`src/rtl/ext_bus_if.sv`:
```
// CPU external bus as seen by memory-mapped peripherals.
// The CPU side drives address, strobes and write data.
interface ext_bus_if;
   logic [17:0] dir_mem_ex;
   logic        write_ext;
   logic        read_ext;
   logic [15:0] data_in;
   logic [15:0] data_out;
   logic        data_oe;

   modport master (
      output dir_mem_ex,
      output write_ext,
      output read_ext,
      output data_in,
      input  data_out,
      input  data_oe
   );

   modport slave (
      input  dir_mem_ex,
      input  write_ext,
      input  read_ext,
      input  data_in,
      output data_out,
      output data_oe
   );
endinterface

```
`src/rtl/ext_io_timer.sv`:
```
// External-bus peripheral: 4-digit hex display register and a
// prescaled 16-bit timer with compare match and sticky status.
module ext_io_timer #(
   parameter logic [1:0]  BASE_HI = 2'b11,
   parameter logic [15:0] CMP_RST = 16'hFFFF
) (
   input  logic       clk,
   input  logic       reset,
   ext_bus_if.slave   bus,
   output logic [6:0] out_d0,
   output logic [6:0] out_d1,
   output logic [6:0] out_d2,
   output logic [6:0] out_d3
);

   logic        sel;
   logic        wr;
   logic [2:0]  off;
   logic [7:0]  we;
   logic        unused_addr;

   logic [15:0] disp;
   logic [2:0]  ctrl;
   logic [15:0] presc;
   logic [15:0] pcnt;
   logic [15:0] count;
   logic [15:0] cmp;
   logic        match;

   logic        en;
   logic        ar;
   logic        blank;
   logic        tick;
   logic        hit;
   logic [15:0] rdata;

   assign sel = (bus.dir_mem_ex[17:16] == BASE_HI);
   assign off = bus.dir_mem_ex[2:0];
   assign wr  = sel & bus.write_ext;
   assign we  = wr ? (8'b1 << off) : 8'b0;

   // Upper window bits alias the register file.
   assign unused_addr = ^bus.dir_mem_ex[15:3];

   assign en    = ctrl[0];
   assign ar    = ctrl[1];
   assign blank = ctrl[2];
   assign tick  = en & (pcnt == 16'h0);
   assign hit   = (count == cmp);

   always_ff @(posedge clk or negedge reset) begin
      if (!reset) begin
         disp  <= 16'h0;
         ctrl  <= 3'b0;
         presc <= 16'h0;
         cmp   <= CMP_RST;
      end else begin
         if (we[0]) disp  <= bus.data_in;
         if (we[1]) ctrl  <= bus.data_in[2:0];
         if (we[2]) presc <= bus.data_in;
         if (we[4]) cmp   <= bus.data_in;
      end
   end

   always_ff @(posedge clk or negedge reset) begin
      if (!reset) begin
         pcnt <= 16'h0;
      end else if (we[2]) begin
         pcnt <= bus.data_in;
      end else if (en) begin
         pcnt <= (pcnt == 16'h0) ? presc : pcnt - 16'h1;
      end
   end

   // A CPU write to COUNT overrides the tick increment.
   always_ff @(posedge clk or negedge reset) begin
      if (!reset) begin
         count <= 16'h0;
      end else if (we[3]) begin
         count <= bus.data_in;
      end else if (tick) begin
         count <= (hit & ar) ? 16'h0 : count + 16'h1;
      end
   end

   // Setting MATCH takes priority over a STATUS clear.
   always_ff @(posedge clk or negedge reset) begin
      if (!reset) begin
         match <= 1'b0;
      end else if (tick & hit) begin
         match <= 1'b1;
      end else if (we[5] & bus.data_in[0]) begin
         match <= 1'b0;
      end
   end

   always_comb begin
      rdata = 16'h0;
      case (off)
         3'd0:    rdata = disp;
         3'd1:    rdata = {13'h0, ctrl};
         3'd2:    rdata = presc;
         3'd3:    rdata = count;
         3'd4:    rdata = cmp;
         3'd5:    rdata = {15'h0, match};
         default: rdata = 16'h0;
      endcase
   end

   assign bus.data_oe  = sel & bus.read_ext;
   assign bus.data_out = bus.data_oe ? rdata : 16'h0;

   function automatic logic [6:0] seg7(input logic [3:0] n);
      logic [6:0] s;
      case (n)
         4'h0: s = 7'h40;
         4'h1: s = 7'h79;
         4'h2: s = 7'h24;
         4'h3: s = 7'h30;
         4'h4: s = 7'h19;
         4'h5: s = 7'h12;
         4'h6: s = 7'h02;
         4'h7: s = 7'h78;
         4'h8: s = 7'h00;
         4'h9: s = 7'h10;
         4'hA: s = 7'h08;
         4'hB: s = 7'h03;
         4'hC: s = 7'h46;
         4'hD: s = 7'h21;
         4'hE: s = 7'h06;
         default: s = 7'h0E;
      endcase
      return s;
   endfunction

   assign out_d0 = blank ? 7'h7F : seg7(disp[3:0]);
   assign out_d1 = blank ? 7'h7F : seg7(disp[7:4]);
   assign out_d2 = blank ? 7'h7F : seg7(disp[11:8]);
   assign out_d3 = blank ? 7'h7F : seg7(disp[15:12]);

endmodule
```
`src/flat_wrapper.sv`:
```
// flat-port wrapper written by rule: the top's interface ports become plain ports
module ext_io_timer_flat 
#(
   parameter logic [1:0]  BASE_HI = 2'b11,
   parameter logic [15:0] CMP_RST = 16'hFFFF
)
  (clk, reset, out_d0, out_d1, out_d2, out_d3, bus_dir_mem_ex, bus_write_ext, bus_read_ext, bus_data_in, bus_data_out, bus_data_oe);
  ext_bus_if bus_i ();
  input  logic clk;
  input  logic reset;
  output logic [6:0] out_d0;
  output logic [6:0] out_d1;
  output logic [6:0] out_d2;
  output logic [6:0] out_d3;
  input wire logic [$bits(bus_i.dir_mem_ex)-1:0] bus_dir_mem_ex;
  input wire logic [$bits(bus_i.write_ext)-1:0] bus_write_ext;
  input wire logic [$bits(bus_i.read_ext)-1:0] bus_read_ext;
  input wire logic [$bits(bus_i.data_in)-1:0] bus_data_in;
  output wire logic [$bits(bus_i.data_out)-1:0] bus_data_out;
  output wire logic [$bits(bus_i.data_oe)-1:0] bus_data_oe;
  assign bus_i.dir_mem_ex = bus_dir_mem_ex;
  assign bus_i.write_ext = bus_write_ext;
  assign bus_i.read_ext = bus_read_ext;
  assign bus_i.data_in = bus_data_in;
  assign bus_data_out = bus_i.data_out;
  assign bus_data_oe = bus_i.data_oe;
  ext_io_timer #(.BASE_HI(BASE_HI), .CMP_RST(CMP_RST)) u_core (.clk(clk), .reset(reset), .bus(bus_i), .out_d0(out_d0), .out_d1(out_d1), .out_d2(out_d2), .out_d3(out_d3));
endmodule
```
`config.mk`:
```
export PLATFORM = sky130hd
export DESIGN_NAME = ext_io_timer_flat
export DESIGN_NICKNAME = d
export VERILOG_FILES = /design/src/rtl/ext_bus_if.sv /design/src/rtl/ext_io_timer.sv /design/src/flat_wrapper.sv
export SDC_FILE = /design/constraint.sdc
export NUM_CORES = 1
export LEC_CHECK = 0
export ABC_CLOCK_PERIOD_IN_PS = 1850
export CAP_MARGIN = 25
export CORE_AREA = 2 2 103 125
export DETAILED_ROUTE_END_ITERATION = 6
export DIE_AREA = 0 0 105 127
export PLACE_DENSITY = 0.77
export RECOVER_POWER = 100
export SYNTH_ARGS = -nofsm -noshare
export SYNTH_HDL_FRONTEND = slang
export SYNTH_SLANG_ARGS = --single-unit
```
`constraint.sdc`:
```
create_clock -name clk -period 1.85 [get_ports clk]
set_input_delay 0.185 -clock clk [delete_from_list [all_inputs] [get_ports clk]]
set_output_delay 0.185 -clock clk [all_outputs]
set_load 0.02 [all_outputs]
```
==> results of run 1 <==
==> cells in the final DEF (no fill, tap or decap), types with 6 or more instances in the layout <==
cell type          n
buf_4            177
nand2_1           87
nor2_1            72
buf_6             60
dfrtp_1           59
mux2_2            30
a211o_1           23
clkdlybuf4s50_1   20
o21ai_0           19
xor2_1            17
ha_4              16
clkbuf_2          16
dfstp_2           16
a22oi_1           13
a31oi_1           13
nand3_1           12
nor3_1            12
o21ai_1           12
nand4_1           12
mux2i_1           11
nor2_4            11
a221oi_2           9
a21oi_1            9
nor3_2             9
clkbuf_16          9
inv_1              8
ha_2               8
dfrtp_2            8
inv_2              6
nor2b_4            6
a211oi_2           6
nand2b_1           6
nor4_4             6
==> path summary, 6_finish.rpt <==
path,startpoint,cells past startpoint,slack [ns],endpoint
hold / removal,reset,2,0.46,u_core.pcnt[13]$_DFFE_PN0P_
setup / recovery,u_core.disp[12]$_DFFE_PN0P_,6,-0.33,out_d3[3]
hold reg to reg,u_core.presc[10]$_DFFE_PN0P_,2,0.56,u_core.presc[10]$_DFFE_PN0P_
min in group clk,u_core.presc[10]$_DFFE_PN0P_,2,0.56,u_core.presc[10]$_DFFE_PN0P_
setup reg to reg,u_core.pcnt[0]$_DFFE_PN0P_,6,-0.25,u_core.pcnt[15]$_DFFE_PN0P_
max in group asynchronous,reset,3,0.36,u_core.disp[2]$_DFFE_PN0P_
==> logic make-up (layout without fill, tap and decap cells) <==
logic type / Yosys count / count (layout) / share of synthesized area (%)
simple gates: 300 / 300 / 24.4
compound gates: 167 / 167 / 19.3
flops: 84 / 84 / 34.9
buf+inv: 74 / 325 / 4.87
mux: 45 / 45 / 8.45
fa+ha+maj: 27 / 27 / 5.55
xor+xnor: 18 / 18 / 2.59
==> stage by stage <==
stage / setup WS, ns / utilization, % / cells / instance area [µm²]
2_1_floorplan: -0.104 / - / 715 / 6120
5_1_grt: -0.380 / 82.0 / 1127 / 9840
3_3_place_gp: -0.499 / 68.2 / 1063 / 8190
4_1_cts: -0.276 / 77.6 / 1118 / 9310
6_report: -0.331 / 82.0 / 1127 / 9840
3_5_place_dp: -0.542 / 68.2 / 1063 / 8190
==> metal layers <==
metal / global-route usage (%) / vias up / part of all wire (%)
met3: 3.52 / 180 / 9.0
li1: - / 3099 / -
met5: 0 / - / 0
met1: 40.3 / 3543 / 35
met4: 16.5 / 0 / 6.8
met2: 61.7 / 541 / 49
==> worst max-delay path, cell delays in order (launching register included) <==
cell     delay, ns
dfrtp_1       0.40
inv_2         0.09
ha_4          0.28
inv_2         0.03
mux4_2        0.47
or2_4         0.26
buf_6         0.13
==> area by class of cell <==
class | instances | area (µm²)
clock inverters | 4 | 72.6
fillers | 603 | 2160
multi-input cells | 557 | 4630
repair buffers | 290 | 2470
well taps | 161 | 201
clock buffers | 12 | 246
inverters | 19 | 88.8
flip-flops and latches | 84 | 2140
==> power by group <==
| part | switching (µW) | internal (µW) | total (µW) | leakage [µW] |
|---|---|---|---|---|
| Combinational | 3010 | 2960 | 5960 | 0.00329 |
| Sequential | 619 | 2320 | 2940 | 0.000993 |
| Clock | 761 | 1220 | 1980 | 0.000153 |
==> sequential cells by signal, indices dropped and copies added (netlist names) <==
| register | cells |
|---|---|
| u_core.count | 16 |
| u_core.presc | 16 |
| u_core.ctrl | 3 |
| u_core.match | 1 |
| u_core.pcnt | 16 |
| u_core.cmp | 16 |
| u_core.disp | 16 |
==> cells in the mapped netlist, types with 8 or more instances <==
cell	number
a211o_1	23
a21oi_1	16
a221oi_1	14
a22oi_1	17
a31oi_1	16
buf_2	8
clkbuf_1	41
dfrtp_1	68
dfstp_2	16
ha_1	27
inv_1	19
mux2_2	31
mux2i_1	12
nand2_1	95
nand2b_1	9
nand3_1	16
nand4_1	12
nor2_1	87
nor2b_1	11
nor3_1	22
o21ai_0	37
xor2_1	18
==> timing repair <==
item,CTS,global route
buffers inserted,38,19
hold buffers,1,0
pin swaps,67,74
cloned,1,0
hold endpoints to repair,26,0
resized for setup,345,161
endpoints found under the setup margin,77,74
==> impl_metrics.tcl, run 1 <==
set metrics [dict create \
    port_buffers 69 \
    fmax_mhz 459 \
    initial_core_util_pct 50.7 \
    endpoint_kind "output pin" \
    track_usage_pct 34.1 \
    rsz0062_at_grt "true" \
    min_period_ns 2.18 \
    maxCapViolCount 0 \
    yosysTopAreaCell "dfrtp_1" \
    synth_seq_cells 84 \
    setup_ws_ns -0.331 \
    synthFlopType "dfrtp_1" \
    tightest_slew_ns 0.799 \
    wl_per_cell_um 23.2 \
    critPathKind "reg -> out" \
    clkLatencyLatePin_ns 0.34 \
    viasPerCell 6.53 \
    core_um2 12000 \
    fin_total_pwr_uw 10900 \
    yosysSeqAreaShare_pct 34.9 \
    synth_edf_count 0 \
    final-hold-violation-count 0 \
    die_w_um 105 \
    clock_skew_ns 0.00734 \
    dr.pass1.iters 5 \
    power_leakage_uw 0.00444 \
    ys_async_sr_fraction_pct 100 \
    status "finished, violations left" \
    hp-class "in -> async" \
    antenna_found_initial 0 \
    crit_required_ns 1.66 \
    irDropWorstVdd_uv 717 \
    first_global_vias 7101 \
    timing.hold.ws_ns 0.458 \
    routed-via-count 7363 \
    yosys_warnings 0 \
    path_clk_slew_ns 0.06 \
    antenna_left 0 \
    finalCritPeriodShare_pct 118 \
    n_antenna_cell 0 \
    slew_violations 0 \
    slew_headroom_pct 46.7 \
    route.detailed.drc 0 \
    cts-root-buf "clkbuf_16" \
    synth_area_leaders "dfrtp_1 28%, dfstp_2 6.9%, nand2_1 5.9%" \
    tritoncts "done" \
    grt-ovfl-total 0 \
    area_delta_synth_final_pct 61.7 \
    cts.htree.levels 3 \
    synthCells 715 \
    grt_first_pass_wirelength_um 36400 \
    die_y_um 127 \
    clock_sinks 84 \
    hpwl_um 15000 \
    synth.cell_area_um2 6090 \
    dieArea_um2 13300 \
    core.rowCount 44 \
    finalSetupViolCount 76 \
    ys_types 63 \
    wl_um 26200 \
    finalWeightedCongestion 0.917 \
    drive_above_1_share_pct 51.9 \
    syn_nets 780 \
    nNetsFinal 1026 \
    clockBufferDepth 2 \
    violations "setup timing" \
    synth_top_area_share_pct 28.0 \
    crit_arrival_ns 2.00 \
    drt_iter0_markers 760 \
    start_kind "flip-flop" \
    powerDensity_nw_per_um2 1110 \
    fin_tns_setup_ns -7.87 \
    io_pins 83 \
    cts_buffers 9 \
    avgSynthCellArea_um2 8.51 \
    grt_start_max_net_pins 56 \
    crit_fanout 4 \
]
Power figures use the tool's default switching activity.
==> run 2, diff against run 1 <==
CTS_CLUSTER_DIAMETER = 100   (was not set)
==> results of run 2 <==
Same layout as run 1: the final DEF is identical, and so are final timing and power.
==> run 3, diff against run 2 <==
ABC_AREA = 1   (was not set)
CORE_AREA = 2 2 105 127   (was 2 2 103 125)
DIE_AREA = 0 0 107 129   (was 0 0 105 127)
PLACE_DENSITY = 0.76   (was 0.77)
==> run 3 against run 2 <==
The flow still finishes with violations (setup timing). Largest power group unchanged. Core utilization decreased by 16 points. Synthesized cell count increased by 28%. Highest routed layer unchanged. Critical path type unchanged. Hold slack got worse by 0.036 ns. Cell count increased by 10%. Worst setup slack improved by 0.27 ns. Fmax increased by 14%. Sequential power about the same. Clock skew about the same.
==> impl_metrics.tcl, run 3 <==
set metrics [dict create \
    power_leakage_uw 0.00411 \
    hpwl_um 14700 \
    crit_required_ns 1.66 \
    combPwrFrac_pct 48.7 \
    clockBufferDepth 2 \
    violations "setup timing" \
    critPathKind "reg -> out" \
    fmax_mhz 524 \
    drive_above_1_share_pct 26.0 \
    antenna_found_initial 0 \
    mostFrequentLayoutCells "267 x nand2_1, 101 x inv_1, 92 x buf_4" \
    port_buffers 69 \
    die_y_um 129 \
    seqPwrFrac_pct 30.1 \
    ys_types 45 \
    p_clk_share_pct 21.2 \
    slew_violations 0 \
    power.switching_uw 4130 \
    track_usage_pct 29.4 \
    routed-via-count 6872 \
    wl_um 20200 \
    synthFlopType "dfrtp_1" \
    critPathMaxStageDelay_ns 0.39 \
    grt_start_max_net_pins 55 \
    r2r_slack_ns 0.11 \
    clock_sinks 84 \
    worstReg2RegStart "u_core.pcnt[1]$_DFFE_PN0P_" \
    viasPerCell 5.54 \
    finalSetupViolCount 1 \
    status "finished, violations left" \
    clock_skew_ns 0.00751 \
    synth_commonest_cells "272 x nand2_1, 111 x inv_1, 87 x o21ai_0" \
    grt-ovfl-total 0 \
    start_kind "flip-flop" \
    final-hold-violation-count 0 \
    critPathTopFamily "buffers and inverters" \
    cts.htree.levels 3 \
    core.rowCount 45 \
    area_delta_synth_final_pct 32.0 \
    cp-endpoint "out_d1[0]" \
    nNetsFinal 1137 \
    crit_fanout 3 \
    slowest_stage "dfrtp_1" \
    clkLatencyLatePin_ns 0.35 \
    dr.pass1.iters 5 \
    fin_total_pwr_uw 9640 \
    cp_cell_sequence "buf_4 > ha_1 > inv_2 > nor3_2 > a31oi_1 > o2111ai_1 > buf_2" \
    synth_seq_cells 84 \
    final_common_cell "nand2_1" \
    synth.cell_area_um2 6280 \
    maxCapViolCount 0 \
    cp.depth 7 \
    startpoint "u_core.disp[4]$_DFFE_PN0P_" \
    fin_util_pct 66.1 \
    cts_buffers 9 \
    cts-root-buf "clkbuf_16" \
    powerDensity_nw_per_um2 1160 \
    path_clk_slew_ns 0.07 \
    cp_num_buf_inv 3 \
    tritoncts "done" \
    multi_input_area_um2 3660 \
    yosysSeqAreaShare_pct 33.8 \
    irDropWorstVdd_uv 653 \
    synth_edf_count 0 \
    dieArea_um2 13800 \
    crit_arrival_ns 1.72 \
    yosysMostFrequentCell "nand2_1" \
    yosys_warnings 0 \
    die_w_um 107 \
    finalWeightedCongestion 0.959 \
    placed_area_um2 7820 \
    initial_core_util_pct 50.1 \
    min_period_ns 1.91 \
    finalCritPeriodShare_pct 103 \
    synth_area_leaders "dfrtp_1 27%, nand2_1 16%, o21ai_0 6.9%" \
    route.detailed.drc 0 \
    n_antenna_cell 0 \
    syn_nets 979 \
    rsz0062_at_grt "true" \
    setup_ws_ns -0.0571 \
    synth_top_area_share_pct 27.1 \
    fin_tns_setup_ns -0.0571 \
    timing.hold.ws_ns 0.422 \
    swShare_pct 42.9 \
    first_global_vias 6437 \
    slew_headroom_pct 48.0 \
    endpoint_kind "output pin" \
    core_um2 12600 \
    r2r_end "u_core.pcnt[1]$_DFFE_PN0P_" \
    antenna_left 0 \
    seq_area_um2 2120 \
    io_pins 83 \
    hold-path-cell-count 5 \
    grt_first_pass_wirelength_um 31800 \
    hp-class "in -> reg" \
    avgSynthCellArea_um2 6.88 \
    r2r_cells 9 \
    wl_per_cell_um 16.2 \
    design_area_um2 8290 \
    yosysTopAreaCell "dfrtp_1" \
    ys_async_sr_fraction_pct 100 \
    fillers 1103 \
    synthCells 914 \
    drt_iter0_markers 570 \
    tightest_slew_ns 0.780 \
    internal-power_uw 5500 \
]
run 3: repair_timing:
| action | 4_1_cts | 5_1_grt |
|---|---|---|
| gates cloned | 0 | 2 |
| gates resized for setup | 188 | 87 |
| hold endpoints to repair | 25 | 0 |
| hold buffers | 1 | 0 |
| setup endpoints to repair | 47 | 43 |
| buffers inserted | 7 | 6 |
| pin swaps | 2 | 16 |
run 3: power groups by stage:
stage / sequential (µW) / clock [µW] / combinational (µW)
after global routing: 2950 / 2140 / 5200
after floorplan: 2790 / 0 / 2780
final: 2910 / 2040 / 4690
after CTS: 2870 / 2050 / 4510
after global placement: 2870 / 0 / 4530
after detailed placement: 2880 / 0 / 4610
run 3: final cells by class:
cell class	count	area share, %
Tap cell	164	2.47
Timing Repair Buffer	177	17.1
Clock buffer	10	2.88
Multi-Input combinational cell	657	44.1
Clock inverter	6	1.16
Sequential cell	84	25.6
Inverter	142	6.58
Timing Repair inverter	1	0.0754
run 3: metrics by stage:
stage | worst slack, ns | cells
finish | -0.0571 | 1241
global route | -0.0928 | 1241
CTS | -0.00171 | 1233
detailed placement | -0.413 | 1209
global placement | -0.400 | 1209
floorplan | 0.0887 | 914
run 3: tightest hold or removal path: stages:
cell	delay (ns)
dlymetal6s2s_1	0.16
nand3_1	0.13
buf_4	0.11
nor3_1	0.03
o21ai_0	0.12
run 3: cells by family after synthesis:
kind of cell / Yosys count / synth area share (%)
XOR/XNOR: 9 / 1.25
AO/OA/AOI/OAI: 184 / 18.1
flip-flops: 84 / 33.8
buffers and inverters: 174 / 11.3
adder cells (fa/ha/maj): 27 / 5.38
AND/OR/NAND/NOR: 436 / 30.2
run 3: how the worst min path moves through the flow:
stage	start	to	slack, ns
floorplan	reset	u_core.count[0]$_DFFE_PN0P_	-0.11
detailed placement	reset	u_core.pcnt[0]$_DFFE_PN0P_	0.14
global route	bus_dir_mem_ex[2]	u_core.match$_DFFE_PN0P_	0.47
CTS	reset	u_core.pcnt[0]$_DFFE_PN0P_	0.32
finish	bus_dir_mem_ex[2]	u_core.match$_DFFE_PN0P_	0.42
global placement	reset	u_core.pcnt[0]$_DFFE_PN0P_	0.14
run 3: per-layer routing:
layer	share of wire, %	global-route usage [%]	wire (µm)	up-vias
met5	0	0	0	-
met4	3.5	11.2	697	0
met3	7.5	4.61	1520	61
met2	50	50.2	10000	292
met1	39	37.6	7930	3215
li1	-	-	-	3304
